==> src/rtl/sprite_arb_pkg.sv <==
// Shared defaults and types for the sprite ROM arbiter slice.
// Optional build macro used by this slice: SPRITE_ARB_FIXED_PRI_EN.
package sprite_arb_pkg;
  localparam int NUM_REQ     = 4;
  localparam int ADDR_W      = 19;
  localparam int DATA_W      = 8;
  localparam int ROM_LATENCY = 1;
  localparam int IDX_W       = (NUM_REQ > 1) ? $clog2(NUM_REQ) : 1;

  typedef logic [IDX_W-1:0]   req_idx_t;
  typedef logic [NUM_REQ-1:0] onehot_t;
endpackage

==> src/rtl/sprite_rom_arbiter_if.sv <==
// Requester-side and ROM-side signals of the shared sprite ROM port.
interface sprite_rom_arbiter_if #(
  parameter int NUM_REQ = sprite_arb_pkg::NUM_REQ,
  parameter int ADDR_W  = sprite_arb_pkg::ADDR_W,
  parameter int DATA_W  = sprite_arb_pkg::DATA_W
);
  logic [NUM_REQ-1:0]             req;
  logic [NUM_REQ-1:0][ADDR_W-1:0] addr;
  logic [NUM_REQ-1:0]             gnt;
  logic [ADDR_W-1:0]              rom_addr;
  logic [DATA_W-1:0]              rom_data;
  logic [DATA_W-1:0]              rdata;
  logic [NUM_REQ-1:0]             rvalid;

  // Arbiter view.
  modport slave (
    input  req, addr, rom_data,
    output gnt, rom_addr, rdata, rvalid
  );

  // Requesters plus ROM view.
  modport master (
    output req, addr, rom_data,
    input  gnt, rom_addr, rdata, rvalid
  );
endinterface

==> src/rtl/rr_picker.sv <==
// Combinational rotate-priority picker: first asserted req at or after ptr wins.
module rr_picker #(
  parameter int N  = sprite_arb_pkg::NUM_REQ,
  parameter int IW = (N > 1) ? $clog2(N) : 1
) (
  input  logic [N-1:0]  req,
  input  logic [IW-1:0] ptr,
  output logic [N-1:0]  gnt,
  output logic [IW-1:0] idx,
  output logic          any
);
  always_comb begin
    // NOTE: every output gets a default before the search so no path leaves one unassigned (no latch).
    gnt = '0;
    idx = '0;
    any = 1'b0;
    for (int k = 0; k < N; k++) begin
      int pos;
      pos = int'(ptr) + k;
      if (pos >= N) pos = pos - N;
      if (!any && req[pos]) begin
        any      = 1'b1;
        gnt[pos] = 1'b1;
        idx      = IW'(pos);
      end
    end
  end
endmodule

==> src/rtl/sprite_rom_arbiter.sv <==
// Shares one registered-read sprite ROM between NUM_REQ pixel requesters.
// Build macro SPRITE_ARB_FIXED_PRI_EN selects fixed lowest-index priority instead of round-robin.
module sprite_rom_arbiter #(
  parameter int NUM_REQ = sprite_arb_pkg::NUM_REQ,
  parameter int ADDR_W  = sprite_arb_pkg::ADDR_W,
  parameter int DATA_W  = sprite_arb_pkg::DATA_W
) (
  input  logic                 Clk,
  input  logic                 Reset_n,
  sprite_rom_arbiter_if.slave  bus
);
  localparam int IDX_W = (NUM_REQ > 1) ? $clog2(NUM_REQ) : 1;

  logic [IDX_W-1:0]   ptr;
  logic [IDX_W-1:0]   win_idx;
  logic [NUM_REQ-1:0] pick_gnt;
  logic               pick_any;

  logic [NUM_REQ-1:0] tag1, tag2;
  logic               v1, v2;
  logic [ADDR_W-1:0]  rom_addr_q;

  rr_picker #(.N(NUM_REQ), .IW(IDX_W)) u_picker (
    .req (bus.req),
    .ptr (ptr),
    .gnt (pick_gnt),
    .idx (win_idx),
    .any (pick_any)
  );

  // Grants are suppressed for the whole reset window, not just at the flops.
  assign bus.gnt = Reset_n ? pick_gnt : '0;

`ifdef SPRITE_ARB_FIXED_PRI_EN
  assign ptr = '0;
`else
  always_ff @(posedge Clk or negedge Reset_n) begin
    // NOTE: sequential state uses non-blocking assignments so every flop samples pre-edge values.
    if (!Reset_n) begin
      ptr <= '0;
    end else if (pick_any) begin
      ptr <= (win_idx == IDX_W'(NUM_REQ - 1)) ? '0 : win_idx + 1'b1;
    end
  end
`endif

  // Stage 1 launches the ROM read; stage 2 lines the tag up with the ROM's registered output.
  always_ff @(posedge Clk or negedge Reset_n) begin
    if (!Reset_n) begin
      rom_addr_q <= '0;
      tag1       <= '0;
      v1         <= 1'b0;
      tag2       <= '0;
      v2         <= 1'b0;
    end else begin
      if (pick_any) begin
        rom_addr_q <= bus.addr[win_idx];
        tag1       <= pick_gnt;
      end
      v1   <= pick_any;
      tag2 <= tag1;
      v2   <= v1;
    end
  end

  assign bus.rom_addr = rom_addr_q;
  assign bus.rvalid   = v2 ? tag2 : '0;
  assign bus.rdata    = v2 ? bus.rom_data : '0;
endmodule

==> src/flat_wrapper.sv <==
// flat-port wrapper written by rule: the top's interface ports become plain ports
module sprite_rom_arbiter_flat 
#(
  parameter int NUM_REQ = sprite_arb_pkg::NUM_REQ,
  parameter int ADDR_W  = sprite_arb_pkg::ADDR_W,
  parameter int DATA_W  = sprite_arb_pkg::DATA_W
)
  (Clk, Reset_n, bus_req, bus_addr, bus_rom_data, bus_gnt, bus_rom_addr, bus_rdata, bus_rvalid);
  sprite_rom_arbiter_if #(.NUM_REQ(NUM_REQ), .ADDR_W(ADDR_W), .DATA_W(DATA_W)) bus_i ();
  input  logic Clk;
  input  logic Reset_n;
  input wire logic [$bits(bus_i.req)-1:0] bus_req;
  input wire logic [$bits(bus_i.addr)-1:0] bus_addr;
  input wire logic [$bits(bus_i.rom_data)-1:0] bus_rom_data;
  output wire logic [$bits(bus_i.gnt)-1:0] bus_gnt;
  output wire logic [$bits(bus_i.rom_addr)-1:0] bus_rom_addr;
  output wire logic [$bits(bus_i.rdata)-1:0] bus_rdata;
  output wire logic [$bits(bus_i.rvalid)-1:0] bus_rvalid;
  assign bus_i.req = bus_req;
  assign bus_i.addr = bus_addr;
  assign bus_i.rom_data = bus_rom_data;
  assign bus_gnt = bus_i.gnt;
  assign bus_rom_addr = bus_i.rom_addr;
  assign bus_rdata = bus_i.rdata;
  assign bus_rvalid = bus_i.rvalid;
  sprite_rom_arbiter #(.NUM_REQ(NUM_REQ), .ADDR_W(ADDR_W), .DATA_W(DATA_W)) u_core (.Clk(Clk), .Reset_n(Reset_n), .bus(bus_i));
endmodule
==> config.mk <==
export PLATFORM = sky130hd
export DESIGN_NAME = sprite_rom_arbiter_flat
export DESIGN_NICKNAME = d
export VERILOG_FILES = /design/src/rtl/sprite_arb_pkg.sv /design/src/rtl/sprite_rom_arbiter_if.sv /design/src/rtl/rr_picker.sv /design/src/rtl/sprite_rom_arbiter.sv /design/src/flat_wrapper.sv
export SDC_FILE = /design/constraint.sdc
export NUM_CORES = 1
export LEC_CHECK = 0
export ABC_AREA = 1
export BUFFER_PORTS_ARGS = -buffer_cell sky130_fd_sc_hd__buf_2
export CAP_MARGIN = 20
export CORE_MARGIN = 4
export CORE_UTILIZATION = 35
export DETAILED_ROUTE_END_ITERATION = 10
export PLACE_DENSITY = 0.73
export RECOVER_POWER = 25
export SYNTH_ARGS = -nofsm -noshare
export SYNTH_HDL_FRONTEND = slang
export SYNTH_SLANG_ARGS = --single-unit
==> constraint.sdc <==
create_clock -name Clk -period 3.75 [get_ports Clk]
set_input_delay 0.75 -clock Clk [delete_from_list [all_inputs] [get_ports Clk]]
set_output_delay 0.75 -clock Clk [all_outputs]
set_load 0.02 [all_outputs]
---- Yosys cells after proc, flatten, opt, wreduce, memory -nomap -nowiden ----
Cells that the tools add are included.
word-level totals
  register bits after elaboration ......... 31
  bits of input ports ..................... 90
operators by class
  add/subtract/negate cells ............... 8
  magnitude comparators ................... 13
  equality and inequality tests ........... 1
  mux-type cells .......................... 42
  bitwise logic cells ..................... 3
  reduce and logical (&&, ||, !) cells .... 10
operators with widths
  operator               number
  $ge A32 B1 Y1 const B  4
  $lt A32 B4 Y1 const B  4
  $mux W32               4
  $bmux W19 S2           1
  $mux W4                6
  $mux W19               1
  $mux W1                16
  $or A4 B4 Y4           3
  $sub A3 B3 Y4 const B  3
  $mux W2                5
  $ge A3 B3 Y1 const B   3
  $bmux W1 S2            4
  $demux W1 S2           4
  $mux W8                1
  $logic_and A1 B1 Y1    7
  $add A2 B2 Y3 const B  2
  $sub A2 B3 Y4 const B  1
  $add A2 B1 Y3 const B  1
  $ge A2 B3 Y1 const B   1
  $logic_not A1 Y1       3
  $lt A2 B3 Y1 const B   1
  $add A2 B1 Y2 const B  1
  $eq A2 B2 Y1 const B   1

---- Logic depth before layout (Yosys ltp) ----
  depth in word-level cells ............... 17
  gate-level depth with buffers ........... 16

---- Hierarchy ----
Synthesis repeated with hierarchy kept, for this count alone.
unflattened totals
  cells, all modules ...................... 444
  area, all modules ....................... 2586.2 µm²
modules (own cells, without submodules)
  module              instances  cells each  area each (µm²)  sequential area each (µm²)
  sprite_rom_arbiter  1          367         2125.8           775.7
  rr_picker           1          77          460.4            0.0

---- Worst setup path after synthesis ----
Ideal clock, no wire load.
  path kind ............................... register to output
  from .................................... reg u_core.ptr[0]
  to ...................................... out bus_gnt[0]
  arrival ................................. 1816 ps
  slack ................................... 1184 ps
  stages on the path, launching flop included .. 11
  buffers on the path ..................... 1
  cell sequence ........................... dfrtp_1 buf_6 inv_8 ha_1 nand3_1 nand2_2 nor2_8 nand3_2 o221ai_1 nand2_1 inv_1
on the way
  longest elaborated chain between the ends .. 16
  elaborated cells between the ends (all ways) .. 64
RTL lines
  element                                                 line                      text
  start: declaration                                      sprite_rom_arbiter.sv:14  logic [IDX_W-1:0] ptr;
  start signal: assignment                                sprite_rom_arbiter.sv:42  ptr <= (win_idx == IDX_W'(NUM_REQ - 1)) ? '0 : win_idx + 1'b1;
  branches (longest 14 deep; another with $ge A32 B1 Y1)  n/a
  $mux W4 (*)                                             rr_picker.sv:21           if (!any && req[pos]) begin
  $mux W4 (*)                                             sprite_rom_arbiter.sv:32  assign bus.gnt = Reset_n ? pick_gnt : '0;
  end: declaration                                        flat_wrapper.sv:15        output wire logic [$bits(bus_i.gnt)-1:0] bus_gnt;
Every way passes the cells marked *. The select of a mux whose other input is x is not followed.

---- Worst setup path in the final report ----
  from .................................... reg u_core.ptr[0]
  to ...................................... out bus_gnt[3]
Same word-level chain as after synthesis.

==> results_dict.tcl <==
set metrics [dict create \
    critPathKind "reg2out" \
    die_h_um 97.2 \
    syn_avg_cell_area_um2 6.26 \
    netlist_instances 445 \
    fmax_ghz 0.299 \
    total_power_mw 3.95 \
    cts_setup_buffers 0 \
    drt_iter0_drc 182 \
    synth_top_family_by_area "simple AND/OR/NAND/NOR gates" \
    clockBufferDepth 2 \
    place_ws_ns 0.768 \
    antenna_found_initial 0 \
    overflow 0 \
    die-area_mm2 0.00946 \
    final_layout_size_suffix_gt1_share_pct 27.9 \
    fin_tns_setup_ns 0 \
    yosys.area.top_type "dfrtp_1" \
    p_leak_nw 2.32 \
    grt_pass1_wl_mm 14.3 \
    critPathMaxStageDelay_ns 0.69 \
    htree_levels 2 \
    synthXorXnorAreaFrac_pct 0 \
    crit_chain "inv_8 > ha_1 > inv_1 > nand2_1 > nand2_2 > nor2_8 > nand2_1 > o21ai_0 > o21ai_0 > inv_1 > buf_2" \
    hold_slack_ns 0.359 \
    grt_max_degree 61 \
    cts_tree "built" \
    gp_congestion 0.939 \
    ir_drop_v 0.000827 \
    fin_skew_ns 0.00435 \
    cts_hold_buffers 0 \
    grtUsageTotal_pct 18.0 \
    clock_sinks 31 \
    crit_arrival_ns 2.59 \
    status "finished with violations" \
    final_area_mm2 0.00349 \
    tightest_slew_ns 1.67 \
    synth_seq_cells 31 \
    fp-row-count 32 \
    yosys_warnings 0 \
    p_per_area_mw_per_mm2 1130 \
    antenna_left 0 \
    cts-root-buf "clkbuf_8" \
    period_minus_slack_ns 3.34 \
    cts_buffers 5 \
    hold_viol_final 0 \
    fp.dieW_um 97.2 \
    diodes 0 \
    grt_pass1_vias 2924 \
    final_util_pct 45.2 \
    vias_per_cell 4.71 \
    fin_crit_sh_pct 89.2 \
    wl_mm 8.60 \
    drv_slew 32 \
    wl_per_cell_um 13.1 \
    cts.clk_slew.worst_paths_ns 0.07 \
    synth_top_area_share_pct 27.8 \
    synthAdderAreaFrac_pct 3.14 \
    start_util_pct 36.1 \
    placed_area_mm2 0.00341 \
    yosysSeqAreaShare_pct 27.8 \
    insertion_delay_ns 0.28 \
    layout.cells.non_filler 657 \
    synthSimpleGateAreaFrac_pct 43.2 \
    cp-end-kind "output port" \
    ys_types 28 \
    port-buffer-count 124 \
    synthesis.area_mm2 0.00279 \
    violations "capacitance limit, slew limit" \
    worst_slack_ns 0.406 \
    syn_nets 542 \
    drc 0 \
    drt_pre_antenna_iters 5 \
    required_ns 3.00 \
    min_path_type "reg2reg" \
    ctsResizeCount 0 \
    areaGrowthSynthToFinish_pct 25.2 \
    ys_top_cells_by_area "dfrtp_1 28%, nand2_1 20%, inv_1 14%" \
    numPlacedInstances 650 \
    vias 3096 \
    final_nets 652 \
    dp_hpwl_mm 6.46 \
    cp-start-kind "flop" \
    synth_compound_area_share_pct 4.98 \
    cp_slowest_cell "dfrtp_1" \
    max-slew-margin-rel_pct -11.0 \
    drv_cap 1 \
    crit_path_max_fanout 13 \
    synth_mux_area_share_pct 0 \
    rsz0062_at_grt "no" \
    top_level_ports 125 \
    core_mm2 0.00773 \
    setup_violations 0 \
]
==> final cells by class <==
type	count	area, µm²
repair buffers	128	646
clock buffers	6	82.6
fillers	834	4240
inverters	110	423
well taps	102	128
multi-input cells	279	1430
clock inverters	1	5.00
flip-flops and latches	31	776
==> worst max-delay path, delay by kind of cell, from the launching register on <==
kind                     cells  cell delay, ns
buffers and inverters        4            0.41
AO/OA/AOI/OAI                2            0.39
AND/OR/NAND/NOR              4            0.43
flip-flops                   1            0.69
adder cells (fa/ha/maj)      1            0.38
==> final timing paths <==
path / start / end / slack (ns) / cells past startpoint
worst min register to register: u_core.v1 / u_core.v2 / 0.36 / 0
worst max register to register: u_core.ptr[0] / u_core.bus.rom_addr[10] / 0.82 / 13
worst min-delay path: u_core.v1 / u_core.v2 / 0.36 / 0
min in group asynchronous: Reset_n / u_core.bus.rom_addr[5] / 1.14 / 2
worst max-delay path: u_core.ptr[0] / bus_gnt[3] / 0.41 / 11
max in group asynchronous: Reset_n / u_core.tag2[2] / 1.64 / 2
==> cell usage after synthesis (all sizes together) <==
cell type and number:
nor2 6, nand2 155, a22oi 4, o221ai 1, a21oi 1, o22ai 1
nand4 40, a21o 1, buf 21, o21ai 8, inv 110, ha 7
dfrtp 31, a21boi 1, nand3 51, clkbuf 4, a211o 3
==> flip-flops by register name (all words and copies together) (netlist names) <==
signal and count:
u_core.ptr 2, u_core.bus.rom_addr 19, u_core.tag2 4, u_core.tag1 4, u_core.v1 1, u_core.v2 1
==> per-layer routing <==
| layer | share of wire (%) | track usage (%) | vias to the layer above |
|---|---|---|---|
| met5 | 0 | 0 | - |
| li1 | - | - | 1589 |
| met1 | 47 | 25.6 | 1379 |
| met3 | 6.4 | 2.87 | 15 |
| met2 | 45 | 27.7 | 113 |
| met4 | 2.1 | 6.18 | 0 |
==> placed cells by master, fill, tap and decap left out, drive strengths merged <==
cell type  netlist  routed
ha               7       7
a22oi            4       4
a21o             1       1
nand3           51      51
clkinv           0       1
o221ai           1       1
nand2          155     155
dfrtp           31      31
a211o            3       3
inv            110     110
a21boi           1       1
clkbuf           4       8
nand4           40      40
o22ai            1       1
nor2             6       6
o21ai            8       8
buf             21     126
a21oi            1       1
==> power by group <==
| part | switching, mW | total [mW] | internal, mW |
|---|---|---|---|
| Combinational | 2.06 | 3.01 | 0.950 |
| Clock | 0.125 | 0.269 | 0.144 |
| Sequential | 0.135 | 0.668 | 0.533 |
| Total | 2.32 | 3.95 | 1.63 |
==> cell families after synthesis <==
group	count (synthesis)
DFF	31
buffers and inverters	135
and+or+nand+nor	252
AOI/OAI and AO/OA	20
adders and majority gates	7
Power figures use the tool's default switching activity.
